[src/rtl/svm_det_collector.sv]
// svm_det_collector
// Consumer end of the SVM controller output. Each i_valid pulse carries one
// classified slide-window result (linear window index plus signed score).
// The result is thresholded, the index is split into (row, col) on the
// 39-column block grid, and detections are queued in a show-ahead FIFO that
// the downstream bbox/host logic drains with a valid/ready handshake. The
// last window of a frame produces a one-cycle frame-done pulse together with
// the number of detections that were accepted into the FIFO for that frame.
//
// Ports
//   clk, rst       clock; synchronous active-low reset
//   i_valid        one-cycle pulse qualifying i_sw_id / i_score
//   i_sw_id        slide-window index
//   i_score        signed SVM score
//   threshold      signed detection threshold (quasi-static)
//   o_det_valid    FIFO head valid (FIFO not empty)
//   o_det_ready    downstream consumes the head this cycle
//   o_det_row/col  grid position of the head entry
//   o_det_score    score of the head entry
//   o_frame_done   one-cycle pulse after the last window of a frame
//   o_det_count    detections accepted this frame, held until next frame end
//   o_overflow     sticky: a detection was dropped on a full FIFO
module svm_det_collector #(
    parameter int SW_W      = 11,
    parameter int SCORE_W   = 24,
    parameter int COL_N     = 39,
    parameter int MAX_SW_ID = 1130,
    parameter int DEPTH     = 8,
    parameter int RECIP     = 1681
) (
    input  logic                      clk,
    input  logic                      rst,
    input  logic                      i_valid,
    input  logic [SW_W-1:0]           i_sw_id,
    input  logic signed [SCORE_W-1:0] i_score,
    input  logic signed [SCORE_W-1:0] threshold,
    output logic                      o_det_valid,
    input  logic                      o_det_ready,
    output logic [4:0]                o_det_row,
    output logic [5:0]                o_det_col,
    output logic signed [SCORE_W-1:0] o_det_score,
    output logic                      o_frame_done,
    output logic [SW_W-1:0]           o_det_count,
    output logic                      o_overflow
);

    localparam int PROD_W  = SW_W + 11;
    localparam int PTR_W   = $clog2(DEPTH);
    localparam int ENTRY_W = 5 + 6 + SCORE_W;

    // ---------------- S1: capture and threshold ----------------
    logic                      s1_valid_q;
    logic                      s1_hit_q;
    logic [SW_W-1:0]           s1_id_q;
    logic signed [SCORE_W-1:0] s1_score_q;

    always_ff @(posedge clk) begin
        if (!rst) begin
            s1_valid_q <= 1'b0;
            s1_hit_q   <= 1'b0;
            s1_id_q    <= '0;
            s1_score_q <= '0;
        end else begin
            s1_valid_q <= i_valid;
            s1_hit_q   <= i_valid && (i_score > threshold);
            s1_id_q    <= i_sw_id;
            s1_score_q <= i_score;
        end
    end

    // ---------------- S2: row via reciprocal multiply ----------------
    // floor(id * 1681 / 2^16) equals floor(id / 39) for every index in range,
    // so no divider is needed.
    logic [PROD_W-1:0] s2_prod;
    logic [4:0]        s2_row_d;

    assign s2_prod  = PROD_W'(s1_id_q) * PROD_W'(RECIP);
    assign s2_row_d = s2_prod[16 +: 5];

    logic                      s2_valid_q;
    logic                      s2_hit_q;
    logic [SW_W-1:0]           s2_id_q;
    logic [4:0]                s2_row_q;
    logic signed [SCORE_W-1:0] s2_score_q;

    always_ff @(posedge clk) begin
        if (!rst) begin
            s2_valid_q <= 1'b0;
            s2_hit_q   <= 1'b0;
            s2_id_q    <= '0;
            s2_row_q   <= '0;
            s2_score_q <= '0;
        end else begin
            s2_valid_q <= s1_valid_q;
            s2_hit_q   <= s1_hit_q;
            s2_id_q    <= s1_id_q;
            s2_row_q   <= s2_row_d;
            s2_score_q <= s1_score_q;
        end
    end

    // ---------------- S3: column, FIFO push, frame end ----------------
    logic [SW_W-1:0]    s3_row_x_n;
    logic [SW_W-1:0]    s3_col_wide;
    logic [5:0]         s3_col;
    logic [ENTRY_W-1:0] s3_entry;

    assign s3_row_x_n  = SW_W'(s2_row_q) * SW_W'(COL_N);
    assign s3_col_wide = s2_id_q - s3_row_x_n;
    assign s3_col      = s3_col_wide[5:0];
    assign s3_entry    = {s2_row_q, s3_col, s2_score_q};

    // Bits of the intermediate products that are never needed.
    logic unused_bits;
    assign unused_bits = ^{s2_prod[15:0], s2_prod[PROD_W-1:21], s3_col_wide[SW_W-1:6]};

    logic [ENTRY_W-1:0] mem_q [DEPTH];
    logic [PTR_W-1:0]   wr_ptr_q;
    logic [PTR_W-1:0]   rd_ptr_q;
    logic [PTR_W:0]     count_q;
    logic               overflow_q;
    logic [SW_W-1:0]    frame_cnt_q;
    logic               frame_done_q;
    logic [SW_W-1:0]    det_count_q;

    logic fifo_full;
    logic pop;
    logic push_req;
    logic push_ok;
    logic drop;
    logic frame_end;

    assign fifo_full = (count_q == (PTR_W+1)'(DEPTH));
    assign pop       = (count_q != '0) && o_det_ready;
    assign push_req  = s2_valid_q && s2_hit_q;
    // A full FIFO still takes the new entry when the head leaves this cycle.
    assign push_ok   = push_req && (!fifo_full || pop);
    assign drop      = push_req && fifo_full && !pop;
    assign frame_end = s2_valid_q && (s2_id_q == SW_W'(MAX_SW_ID));

    always_ff @(posedge clk) begin
        if (!rst) begin
            for (int i = 0; i < DEPTH; i++) begin
                mem_q[i] <= '0;
            end
            wr_ptr_q     <= '0;
            rd_ptr_q     <= '0;
            count_q      <= '0;
            overflow_q   <= 1'b0;
            frame_cnt_q  <= '0;
            frame_done_q <= 1'b0;
            det_count_q  <= '0;
        end else begin
            if (push_ok) begin
                mem_q[wr_ptr_q] <= s3_entry;
                wr_ptr_q        <= wr_ptr_q + PTR_W'(1);
            end
            if (pop) begin
                rd_ptr_q <= rd_ptr_q + PTR_W'(1);
            end
            unique case ({push_ok, pop})
                2'b10:   count_q <= count_q + (PTR_W+1)'(1);
                2'b01:   count_q <= count_q - (PTR_W+1)'(1);
                default: count_q <= count_q;
            endcase

            overflow_q   <= overflow_q | drop;
            frame_done_q <= frame_end;

            // The final window's own detection counts toward its frame.
            if (frame_end) begin
                det_count_q <= frame_cnt_q + SW_W'(push_ok);
                frame_cnt_q <= '0;
            end else begin
                frame_cnt_q <= frame_cnt_q + SW_W'(push_ok);
            end
        end
    end

    logic [ENTRY_W-1:0] head;
    assign head = mem_q[rd_ptr_q];

    assign o_det_valid  = (count_q != '0);
    assign o_det_row    = head[ENTRY_W-1 -: 5];
    assign o_det_col    = head[SCORE_W +: 6];
    assign o_det_score  = head[SCORE_W-1:0];
    assign o_frame_done = frame_done_q;
    assign o_det_count  = det_count_q;
    assign o_overflow   = overflow_q;

endmodule
[config.mk]
export PLATFORM = sky130hd
export DESIGN_NAME = svm_det_collector
export DESIGN_NICKNAME = d
export VERILOG_FILES = /design/src/rtl/svm_det_collector.sv
export SDC_FILE = /design/constraint.sdc
export NUM_CORES = 1
export LEC_CHECK = 0
export BUFFER_PORTS_ARGS = -buffer_cell sky130_fd_sc_hd__buf_2
export CORE_MARGIN = 2
export CORE_UTILIZATION = 60
export DETAILED_ROUTE_END_ITERATION = 16
export PLACE_DENSITY_LB_ADDON = 0.05
export SYNTH_ARGS = -nofsm -noshare
export SYNTH_HDL_FRONTEND = slang
export SYNTH_SLANG_ARGS = --single-unit
[constraint.sdc]
create_clock -name clk -period 4.7 [get_ports clk]
set_clock_uncertainty 0.05 [all_clocks]
set_input_delay 0.94 -clock clk [delete_from_list [all_inputs] [get_ports clk]]
set_output_delay 0.94 -clock clk [all_outputs]
set_load 0.01 [all_outputs]
==> results of run 1 <==
## layout make-up
cell class,count,area (um^2)
multi-input combinational,812,7110
clock buffer,56,1180
timing repair buffer,144,841
inverter,99,372
clock inverter,20,225
sequential,396,10700
fill,2195,9470
tap,396,495
## placed cells by master, fill, tap and decap left out, drive strengths merged, types with 31 or more instances in the layout
cell and instances:
clkbuf 56, nand2 31, nor2 135, mux4 70, and2 190, ha 103
dfxtp 116, mux2 36, inv 96, buf 144, edfxtp 280, and3 77
## critical path, stage by stage (launching register included)
cell,delay [ps]
dfxtp_1,490
ha_1,310
fa_1,500
inv_1,50
fa_1,510
inv_1,40
ha_1,290
ha_1,300
ha_1,330
a21oi_1,150
nand2_1,70
a211oi_1,480
a21boi_0,280
o21ai_0,200
nor3b_1,180
## flip-flops by register name (all words and copies together) (netlist names), named ones only
register and cells:
mem_q 280, s1_valid_q 1, frame_cnt_q 11, s2_hit_q 1, rd_ptr_q 3, s2_id_q 11
o_frame_done 1, wr_ptr_q 3, s1_hit_q 1, s1_id_q 11, o_overflow 1, count_q 4
o_det_count 11, s1_score_q 24, s2_score_q 24, s2_valid_q 1, s2_row_q 5
## layer usage
layer | part of all wire | vias up | global-route usage | wire (um)
met5 | 0 | - | 0 | 0
met2 | 0.46 | 375 | 0.412 | 18700
met3 | 0.065 | 59 | 0.0381 | 2600
met1 | 0.46 | 5412 | 0.371 | 18400
met4 | 0.015 | 0 | 0.0566 | 625
li1 | - | 5129 | - | -
## worst max path at each step
stage               cells past startpoint           to  slack [ps]
global route                           14  s2_row_q[1]         140
detailed placement                     14  s2_row_q[1]         460
CTS                                    14  s2_row_q[1]         430
floorplan                              14  s2_row_q[2]         870
finish                                 14  s2_row_q[1]         380
global placement                       14  s2_row_q[2]         580
## logic make-up (layout without fill, tap and decap cells)
kind of cell | Yosys count | after routing | share of synthesized area
and+or+nand+nor | 486 | 486 | 0.143
DFF | 396 | 396 | 0.581
buffers and inverters | 167 | 319 | 0.0360
adders and majority gates | 125 | 125 | 0.0936
muxes | 108 | 108 | 0.109
AOI/OAI and AO/OA | 63 | 63 | 0.0236
xor gates and xnor gates | 30 | 30 | 0.0146
## metrics by stage
| step | cells | area [um^2] | total power, mW | util |
|---|---|---|---|---|
| 2_1_floorplan | 1375 | 18500 | 4.83 | - |
| 5_1_grt | 1923 | 21000 | 8.83 | 0.689 |
| 4_1_cts | 1923 | 21000 | 8.54 | 0.689 |
| 6_report | 1923 | 21000 | 8.50 | 0.689 |
| 3_5_place_dp | 1847 | 19600 | 5.22 | 0.643 |
| 3_3_place_gp | 1847 | 19600 | 5.18 | 0.643 |
## where the power goes
part	switching (mW)	total [mW]	leakage [nW]	internal (mW)
Combinational	0.789	1.25	4.21	0.456
Sequential	0.0606	3.90	3.86	3.84
Clock	1.31	3.35	0.682	2.03
==> summary.md, run 1 <==
| Metric | Value |
|---|---|
| Most numerous cell types in the synthesized netlist | 280 x edfxtp_1, 190 x and2_1, 135 x nor2_1, 116 x dfxtp_1, 103 x ha_1 |
| Number of design-rule violations left by the first detailed-router iteration | a little over 800 |
| X dimension of the die | between 150 and 200 um |
| Global-route wire length before repair | 63.8 mm |
| Number of warnings reported in the yosys synthesis log | 0 |
| Clock tree from TritonCTS | done |
| Maximum number of pins on one net before global-route repair | 70 |
| DR vias | approximately 11k |
| CTS H-tree depth | 2 |
| Average wire length per cell after detail routing | 21.0 um |
| Cell types occupying the most area after synthesis | edfxtp_1 46%, dfxtp_1 13%, mux4_2 8.5%, ha_1 7.0%, and2_1 6.4% |
| Syn_area_per_cell | 13.4 um^2 |
| Required time at the worst-slack endpoint | around 5000 ps |
| Number of detailed-routing iterations run before antenna repair | 5 |
| Category of the critical setup timing path | reg -> reg |
| Total GRT Usage | 0.255 |
| Antenna violations before repair | 1 |
| Proportion of register bits with asynchronous set or reset after synthesis | 0 |
| Final antenna-violating net count | 0 |
| Insertion delay of the later-clocked pin in the worst-skew pair | 540 ps |
| Startpoint types | flop |
| Post-synth net total | 1563 |
| Pleak | between 8 and 9 nW |
| Number of global-route vias before repair | 11.4k |
| CP Data Arrival Time | ~4700 ps |
| Number of standard-cell rows in the floorplan | 64 |
| Maximum buffer depth of the clock tree | 3 |
| Grt ovf | 0 |
| Cell with the most instances after synthesis | edfxtp_1 |
| TritonCTS sink count | 396 |
| Count of hold-fix buffers inserted at cts | 0 |
| Area of the die | 32200 um^2 |
| Reg2Reg Launch Point | s1_id_q[5] |
| Number of resized instances in the post-cts repair step | 0 |
| Max-slew violations | 0 |
| Highest attainable clock frequency | 0.232 GHz |
| Worst hold margin | 381 ps |
| Port-buffer cells | 111 |
| Worst hold path class | reg -> reg |
| Cells after Synth | approximately 1.4k |
| Result of the run | finished clean |
| Final Net Count | 1682 |
| Worst Max-Slew Pin Slew | 1260 ps |
| Overall routed net length | 40.3 mm |
| Count of flip-flops with a built-in enable after synthesis | 280 |
| Peak supply drop | 0.000290 V |
| Fraction of post-synthesis cell area in the top cell type by area | 0.455 |
| Areal power density over the cells | 405 nW/um^2 |
| Worst relative slew slack | 0.154 |
| Number of CTS-inserted buffers | between 40 and 50 |
| Critical path capture point type | flop |
| Minimum setup slack in the final design | roughly 380 ps |
| Count of boundary I/O pins | 112 |
| Signed area change from the synthesized netlist to the final layout | 13.4% |
| Hold Path Stages | 1 |
| Clock transition at path regs | 60 ps |
| Most area-hungry cell type in the Yosys netlist | edfxtp_1 |
| Setup-violating endpoint count in the final report | 0 |
| Total standard cell area after synthesis | around 18000 um^2 |
| Total inserted antenna cells | 0 |
| Hold Fails Final Rpt | 0 |
| Share of the cycle needed by the critical path after routing | 0.919 |
| Worst setup slack for register-to-register paths | 380 ps |
| DIE HEIGHT | 179 um |
| Maximum fanout encountered on the critical timing path | 6 |
| Worst r2r dst | s2_row_q[1] |
| Pre-CTS setup slack | 464 ps |
| Placer's final routability congestion estimate | 0.821 |
| Register bit count reported by yosys | around 400 |
| Main flop type after synthesis | edfxtp_1 |
| Drt via density | 5.71 |
| Cell chosen for the clock root | clkbuf_16 |
| DRC | 0 |
| Total negative slack for setup checks | 0 ps |
| Worst min-delay path endpoint | s2_score_q[11] |
| Post-CTS Setup Repair Bufs | 0 |
| Crit path from | s1_id_q[5] |
| Max Cap Violations | 0 |
| Sequential fraction of the synthesis area | 0.581 |
| Area of the placeable core | 30400 um^2 |
| Fraction of final layout cells sized beyond drive strength 1 | 0.220 |
| Cell count of the worst reg-to-reg path | 14 |
| Final HPWL DP | 25.1 mm |
| Unique cell type count in the Yosys netlist | 57 |
| Hold wc startpoint | s1_score_q[11] |
| Clock period minus final worst setup slack | 4320 ps |
| Setup repair after global routing missed its margin | false |
| Initial Util | 0.607 |
No activity file was read; power rests on OpenSTA's default activity.
==> run 2, diff against run 1 <==
Settings changed: CORE_UTILIZATION 60 to 55, CTS_BUF_LIST set to sky130_fd_sc_hd__clkbuf_16.
Clock period 4.7 ns to 3.6 ns, I/O delays scaled along.
==> run 2 against run 1 <==
Core utilization down 4.1 points. Via count is 0.83% higher. Sequential share of layout area shrank 1.4 points.
==> summary.md, run 2 (synthesized netlist as in run 1, its figures left out) <==
| Metric | Value |
|---|---|
| Total GRT Usage | 0.241 (was 0.255) |
| Initial Util | 0.555 (was 0.607) |
| Count of boundary I/O pins | 112 (unchanged) |
| Maximum fanout encountered on the critical timing path | 3 (was 6) |
| DRC | 0 (unchanged) |
| Grt ovf | 0 (unchanged) |
| X dimension of the die | 187 um (was 179 um) |
| Reg2Reg Launch Point | s1_id_q[4] (was s1_id_q[5]) |
| Hold Fails Final Rpt | 0 (unchanged) |
| Clock period minus final worst setup slack | 3530 ps (was 4320 ps) |
| Antenna violations before repair | 4 (was 1) |
| Areal power density over the cells | 505 nW/um^2 (was 405 nW/um^2) |
| Number of global-route vias before repair | 11.4k (about the same) |
| Startpoint types | flop (unchanged) |
| Insertion delay of the later-clocked pin in the worst-skew pair | 530 ps (was 540 ps) |
| Crit-path leading delay family | adder cells (unchanged) |
| Maximum buffer depth of the clock tree | 3 (unchanged) |
| TritonCTS sink count | 396 (unchanged) |
| Crit path buf inv count | 3 (was 2) |
| Global-route wire length before repair | 64.8 mm (was 63.8 mm) |
| Worst relative slew slack | 0.582 (was 0.154) |
| Crit path from | s1_id_q[4] (was s1_id_q[5]) |
| DIE HEIGHT | 187 um (was 179 um) |
| Cell chosen for the clock root | clkbuf_16 (unchanged) |
| Registers with the most flip-flops | mem_q x280, s1_score_q x24, s2_score_q x24 (unchanged) |
| Pleak | 8.88 nW (was 8.75 nW) |
| Highest cell delay on the worst timing path | 520 ps (was 510 ps) |
| Number of CTS-inserted buffers | 41 (unchanged) |
| Total negative slack for setup checks | 0 ps (unchanged) |
| Area of the placeable core | 33300 um^2 (was 30400 um^2) |
| Final HPWL DP | 25.5 mm (was 25.1 mm) |
| Setup-violating endpoint count in the final report | 0 (unchanged) |
| Setup repair after global routing missed its margin | true (was false) |
| List of cells traversed by the critical path | ha_4 > fa_1 > inv_1 > fa_1 > inv_2 > ha_4 > ha_4 > ha_4 > a21oi_2 > nand2_1 > a211oi_2 > buf_4 > nand2_2 > o31a_1 > nor3_2 (was ha_1 > fa_1 > inv_1 > fa_1 > inv_1 > ha_1 > ha_1 > ha_1 > a21oi_1 > nand2_1 > a211oi_1 > a21boi_0 > o21ai_0 > nor3b_1) |
| Final std cells w/o fill | 2009 (was 1923) |
| Port-buffer cells | 111 (unchanged) |
| Instance count after placement with tap cells included | 1933 (was 1847) |
| CTS H-tree depth | 2 (unchanged) |
| CP Data Arrival Time | 3940 ps (was 4710 ps) |
| Required time at the worst-slack endpoint | 4010 ps (was 5090 ps) |
| Max Cap Violations | 0 (unchanged) |
| DR vias | 11.1k (was 11.0k) |
| Result of the run | finished clean (unchanged) |
| Highest attainable clock frequency | 0.283 GHz (was 0.232 GHz) |
| Signed area change from the synthesized netlist to the final layout | 16.7% (was 13.4%) |
| Number of detailed-routing iterations run before antenna repair | 4 (was 5) |
| Peak supply drop | 0.000453 V (was 0.000290 V) |
| Clock tree from TritonCTS | done (unchanged) |
| Maximum number of pins on one net before global-route repair | 69 (was 70) |
| Most used cell along the critical path | ha_4 (was ha_1) |
| Fraction of final layout cells sized beyond drive strength 1 | 0.270 (was 0.220) |
| Most common cell after layout, fill and taps aside | edfxtp_1 (unchanged) |
| Total power consumption of the routed design | 10.9 mW (was 8.50 mW) |
| Commonest cells after routing, fill and taps aside | 280 x edfxtp_1, 190 x and2_1, 132 x nor2_1 (was 280 x edfxtp_1, 190 x and2_1, 134 x nor2_1) |
| Max reg flops | 280 (unchanged) |
| Critical path capture point type | flop (unchanged) |
| Share of the cycle needed by the critical path after routing | 0.980 (was 0.919) |
| Final Net Count | 1719 (was 1682) |
| Overall routed net length | 41.4 mm (was 40.3 mm) |
| Placer's final routability congestion estimate | 0.788 (was 0.821) |
| Clock transition at path regs | 60 ps (about the same) |
| Average wire length per cell after detail routing | 20.6 um (was 21.0 um) |
| Category of the critical setup timing path | reg -> reg (unchanged) |
| Largest register by flop count | mem_q (unchanged) |
| Worst setup slack for register-to-register paths | 70 ps (was 380 ps) |
| Hold wc startpoint | i_sw_id[7] (was s1_score_q[11]) |
| Number of standard-cell rows in the floorplan | 67 (was 64) |
| Number of design-rule violations left by the first detailed-router iteration | 733 (was 820) |
| Final antenna-violating net count | 0 (unchanged) |
| Area of the die | 35100 um^2 (was 32200 um^2) |
| Standard cell with the maximum stage delay on the critical path | fa_1 (unchanged) |
| Max-slew violations | 0 (unchanged) |
| Worst hold path class | in -> reg (was reg -> reg) |
| Drt via density | 5.51 (was 5.71) |
| Worst Max-Slew Pin Slew | 623 ps (was 1260 ps) |
-- run 2: cell count changes in the layout (fill, tap and decap cells not counted), sizes merged --
cell / delta
buf: +37
clkbuf: -15
inv: +12
bufinv: -5
clkinv: +5
clkinvlp: -1
diode: +1
-- run 2: routing by layer --
| metal | vias up | GRT usage | routed length (um) | part of all wire |
|---|---|---|---|---|
| met1 | 5447 | 0.346 | 18500 | 0.45 |
| met4 | 0 | 0.0559 | 763 | 0.018 |
| li1 | 5196 | - | - | - |
| met5 | - | 0 | 0 | 0 |
| met3 | 59 | 0.0366 | 2700 | 0.065 |
| met2 | 364 | 0.390 | 19400 | 0.47 |
-- run 2: worst reg2reg max path: cells and delay by family, from the launching register on --
kind / cells / cell delay, ps
flops: 1 / 360
simple gates: 3 / 250
compound gates: 3 / 650
buf+inv: 3 / 280
fa+ha+maj: 6 / 1890
-- run 2: final timing paths --
check,end,cells after the start
worst min-delay path,s1_id_q[7],2
worst max-delay path,s2_row_q[2],15
worst max register to register,s2_row_q[2],15
worst min register to register,s2_score_q[7],1
-- run 2: cell type report --
type                            count  area [um^2]
Tap cell                          448          561
Fill cell                        2516        11700
Inverter                           99          372
Timing Repair Buffer              181         1210
Clock inverter                     31          164
Sequential cell                   396        10800
Multi-Input combinational cell    812         7480
Clock buffer                       41         1030
Antenna cell                        1         2.50
-- run 2: metrics by stage --
| stage | area (um^2) | hold slack (ps) | setup WS [ps] | util |
|---|---|---|---|---|
| after floorplan | 18500 | 362 | 10.5 | - |
| after global placement | 20000 | 368 | -172 | 0.601 |
| after detailed placement | 20000 | 369 | -202 | 0.601 |
| after CTS | 21300 | 328 | -46.9 | 0.641 |
| after global routing | 21600 | 338 | -79.6 | 0.648 |
| final | 21600 | 344 | 70.8 | 0.648 |
-- run 2: power by group --
group          switching (mW)  total [mW]  internal (mW)  leakage (nW)
logic                    1.15        2.01          0.856          4.40
clock network            1.71        3.79           2.08         0.626
registers              0.0737        5.09           5.01          3.86
-- run 2: what timing repair did --
action / in CTS / in global routing
pin swaps: 22 / 25
setup buffers: 2 / 2
setup endpoints to repair: 5 / 5
resized for setup: 20 / 36
hold buffers: 0 / 0
==> run 3, diff against run 2 <==
Settings changed: ABC_AREA set to 1, CORE_MARGIN 2 to 3, SLEW_MARGIN set to 0.
==> run 3 against run 2 <==
Via count increased by 24%. Setup slack got worse by 33 ps. Count of clock-buffer cells in the layout increased by 3. Wire length increased by 7.4%. Final cell count increased by 29%. Non-clock buffer count decreased by 21. First-iteration DRC count increased by 31%. Worst hold slack got worse by 23 ps. Die area increased by 3.8%. Clock power increased by 9.8%. Sequential power increased by 1%. Critical path type unchanged. Largest power group unchanged.
==> summary.md, run 3 <==
| Metric | Value |
|---|---|
| Unique cell type count in the Yosys netlist | 31 (was 57) |
| Number of global-route vias before repair | 13.5k (was 11.4k) |
| Final antenna-violating net count | 0 (unchanged) |
| CTS H-tree depth | 2 (unchanged) |
| Max reg flops | 280 (unchanged) |
| Cell count of the worst reg-to-reg path | 14 (was 15) |
| Largest family of logic cells by synthesized area | simple AND/OR/NAND/NOR gates (unchanged) |
| Signed area change from the synthesized netlist to the final layout | 14.1% (was 16.7%) |
| Cell types occupying the most area after synthesis | edfxtp_1 45%, dfxtp_1 12%, nor2_1 11%, ha_1 6.9%, inv_1 4.9% (was edfxtp_1 46%, dfxtp_1 13%, mux4_2 8.5%, ha_1 7.0%, and2_1 6.4%) |
| Maximum number of pins on one net before global-route repair | 141 (was 69) |
| Highest attainable clock frequency | 0.281 GHz (was 0.283 GHz) |
| Most numerous cell types in the synthesized netlist | 575 x nor2_1, 280 x edfxtp_1, 244 x inv_1, 201 x nand2_1, 159 x o21ai_0 (was 280 x edfxtp_1, 190 x and2_1, 135 x nor2_1, 116 x dfxtp_1, 103 x ha_1) |
| Minimum setup slack in the final design | 38.0 ps (was 70.8 ps) |
| Simple-gate portion of the synthesized area | 0.173 (was 0.143) |
| Category of the critical setup timing path | reg -> reg (unchanged) |
| Average wire length per cell after detail routing | 17.2 um (was 20.6 um) |
| Result of the run | finished clean (unchanged) |
| Count of hold-fix buffers inserted at cts | 0 (unchanged) |
| Main flop type after synthesis | edfxtp_1 (unchanged) |
| Synthesized-area fraction occupied by ao, oa, aoi and oai cells | 0.0797 (was 0.0236) |
| Pleak | 9.48 nW (was 8.88 nW) |
| Cell with the most instances after synthesis | nor2_1 (was edfxtp_1) |
| Worst setup slack for register-to-register paths | 40 ps (was 70 ps) |
| Layout fillers | 2803 (was 2516) |
| Fraction of final layout cells sized beyond drive strength 1 | 0.124 (was 0.270) |
| Share of the cycle needed by the critical path after routing | 0.989 (was 0.980) |
| Worst hold path class | in -> reg (unchanged) |
| Multi-input combinational cell area | 6840 um^2 (was 7480 um^2) |
| Antenna violations before repair | 0 (was 4) |
| Max-slew violations | 0 (unchanged) |
| TritonCTS sink count | 396 (unchanged) |
| Registers with the most flip-flops | mem_q x280, s1_score_q x24, s2_score_q x24 (unchanged) |
| X dimension of the die | 191 um (was 187 um) |
| CP Data Arrival Time | 3940 ps (about the same) |
| Setup-violating endpoint count in the final report | 0 (unchanged) |
| Most area-hungry cell type in the Yosys netlist | edfxtp_1 (unchanged) |
| Synthesized-area fraction occupied by adder cells | 0.0920 (was 0.0936) |
| Port-buffer cells | 111 (unchanged) |
| Sequential cell area | 10700 um^2 (was 10800 um^2) |
| Total standard cell area after synthesis | 18800 um^2 (was 18500 um^2) |
| Required time at the worst-slack endpoint | 3980 ps (was 4010 ps) |
| Commonest cells after routing, fill and taps aside | 575 x nor2_1, 280 x edfxtp_1, 249 x inv_1 (was 280 x edfxtp_1, 190 x and2_1, 132 x nor2_1) |
| Max Cap Violations | 0 (unchanged) |
| Clock period minus final worst setup slack | 3560 ps (was 3530 ps) |
| DR vias | 13.7k (was 11.1k) |
| Syn_area_per_cell | 9.44 um^2 (was 13.4 um^2) |
| Insertion delay of the later-clocked pin in the worst-skew pair | 530 ps (about the same) |
| Maximum buffer depth of the clock tree | 3 (unchanged) |
| Startpoint types | flop (unchanged) |
| Post-synth net total | 2178 (was 1563) |
| Peak supply drop | 0.000447 V (was 0.000453 V) |
| Number of warnings reported in the yosys synthesis log | 0 (unchanged) |
| Total inserted antenna cells | 0 (was 1) |
| Final Net Count | 2291 (was 1719) |
| Largest register by flop count | mem_q (unchanged) |
| Drt via density | 5.31 (was 5.51) |
| Most common cell after layout, fill and taps aside | nor2_1 (was edfxtp_1) |
| Fraction of post-synthesis cell area in the top cell type by area | 0.447 (was 0.455) |
| Worst hold margin | 321 ps (was 344 ps) |
| Critical path capture point type | flop (unchanged) |
| Placer's final routability congestion estimate | 0.805 (was 0.788) |
| Hold Path Stages | 3 (was 2) |
| Global-route wire length before repair | 70.2 mm (was 64.8 mm) |
| Number of detailed-routing iterations run before antenna repair | 5 (was 4) |
| Number of design-rule violations left by the first detailed-router iteration | 959 (was 733) |
| Clock transition at path regs | 60 ps (about the same) |
| Register bit count reported by yosys | 396 (unchanged) |
| Cell chosen for the clock root | clkbuf_16 (unchanged) |
| Overall routed net length | 44.4 mm (was 41.4 mm) |
| Worst Max-Slew Pin Slew | 921 ps (was 623 ps) |
| DRC | 0 (unchanged) |
| Number of CTS-inserted buffers | 41 (unchanged) |
| Total GRT Usage | 0.242 (was 0.241) |
| Area of the die | 36400 um^2 (was 35100 um^2) |
| Areal power density over the cells | 639 nW/um^2 (was 505 nW/um^2) |
| Sequential fraction of the synthesis area | 0.571 (was 0.581) |
| Post-CTS Setup Repair Bufs | 0 (was 2) |
| DIE HEIGHT | 191 um (was 187 um) |
| Hold Fails Final Rpt | 0 (unchanged) |
| Number of standard-cell rows in the floorplan | 67 (unchanged) |
| Final HPWL DP | 27.4 mm (was 25.5 mm) |
| Proportion of register bits with asynchronous set or reset after synthesis | 0 (unchanged) |
| Worst relative slew slack | 0.384 (was 0.582) |
| Count of boundary I/O pins | 112 (unchanged) |
| Cells after Synth | 1990 (was 1375) |
| Fraction of synthesized area in multiplexers | 0 (was 0.109) |
| Xor-xnor portion of the synthesized cell area | 0.00839 (was 0.0146) |
| Clock tree from TritonCTS | done (unchanged) |
| Area of the placeable core | 33600 um^2 (was 33300 um^2) |
| Pre-CTS setup slack | -40.1 ps (was -202 ps) |
| Maximum fanout encountered on the critical timing path | 6 (was 3) |
| Initial Util | 0.559 (was 0.555) |
| Grt ovf | 0 (unchanged) |
| Count of flip-flops with a built-in enable after synthesis | 280 (unchanged) |
==> run 3: cell types whose count changed in the layout (fill, tap and decap cells not counted), moves of 70 or more <==
cell     delta
nor2_1    +443
and2_1    -188
nand2_1   +180
o21ai_0   +156
inv_1     +155
and3_1     -77
mux4_2     -70
==> run 3: layout make-up <==
type,instances,area share
flip-flops and latches,396,0.501
multi-input cells,1250,0.319
clock buffers,44,0.0514
repair buffers,160,0.0466
inverters,254,0.0446
well taps,448,0.0261
clock inverters,32,0.0114
==> run 3: timing repair <==
item / 4_1_cts / 5_1_grt
pin swaps: 0 / 2
gates resized for setup: 2 / 27
setup endpoints to repair: 2 / 13
==> run 3: metrics by stage <==
stage	TNS [ps]	std cells	util	area, um^2	total power, mW
global placement	0	2508	0.592	19900	9.36
floorplan	0	1990	-	18800	7.95
global route	-329	2584	0.638	21400	14.5
CTS	0	2584	0.632	21200	13.6
detailed placement	-73.8	2508	0.592	19900	9.43
finish	0	2584	0.638	21400	13.7
==> run 3: cell families (layout without fill, tap and decap cells) <==
family,Yosys count,after routing
compound gates,279,279
xor+xnor,18,18
fa+ha+maj,125,125
buf+inv,344,490
flops,396,396
simple gates,828,828
==> run 3: layer usage <==
| layer | track usage | vias up | routed length [um] |
|---|---|---|---|
| li1 | - | 6708 | - |
| met1 | 0.339 | 6491 | 19800 |
| met2 | 0.403 | 455 | 21000 |
| met3 | 0.0364 | 68 | 2720 |
| met4 | 0.0550 | 0 | 854 |
| met5 | 0 | - | 0 |
==> run 3: where the power goes <==
group          total [mW]  switching (mW)  leakage (nW)  internal, mW
clock                4.16            1.73         0.690          2.44
combinational        4.38            2.81          4.95          1.57
sequential           5.15          0.0932          3.84          5.06
total                13.7            4.63          9.48          9.07
==> run 3: worst paths after layout <==
kind	endpoint	startpoint
max	s2_row_q[3]	s1_id_q[7]
min	s1_id_q[5]	i_sw_id[5]
max reg2reg	s2_row_q[3]	s1_id_q[7]
min reg2reg	s2_score_q[3]	s1_score_q[3]
==> run 3: worst max-delay path, cell delays in order (launching register included) <==
cell and delay (ps):
dfxtp_2 370, ha_1 300, inv_1 60, fa_1 500, inv_1 40, ha_1 290
ha_1 300, ha_1 300, ha_1 360, a21oi_1 260, o21ai_0 180, a21oi_1 230
nand3_1 100, nand2_1 70, nor2_1 40
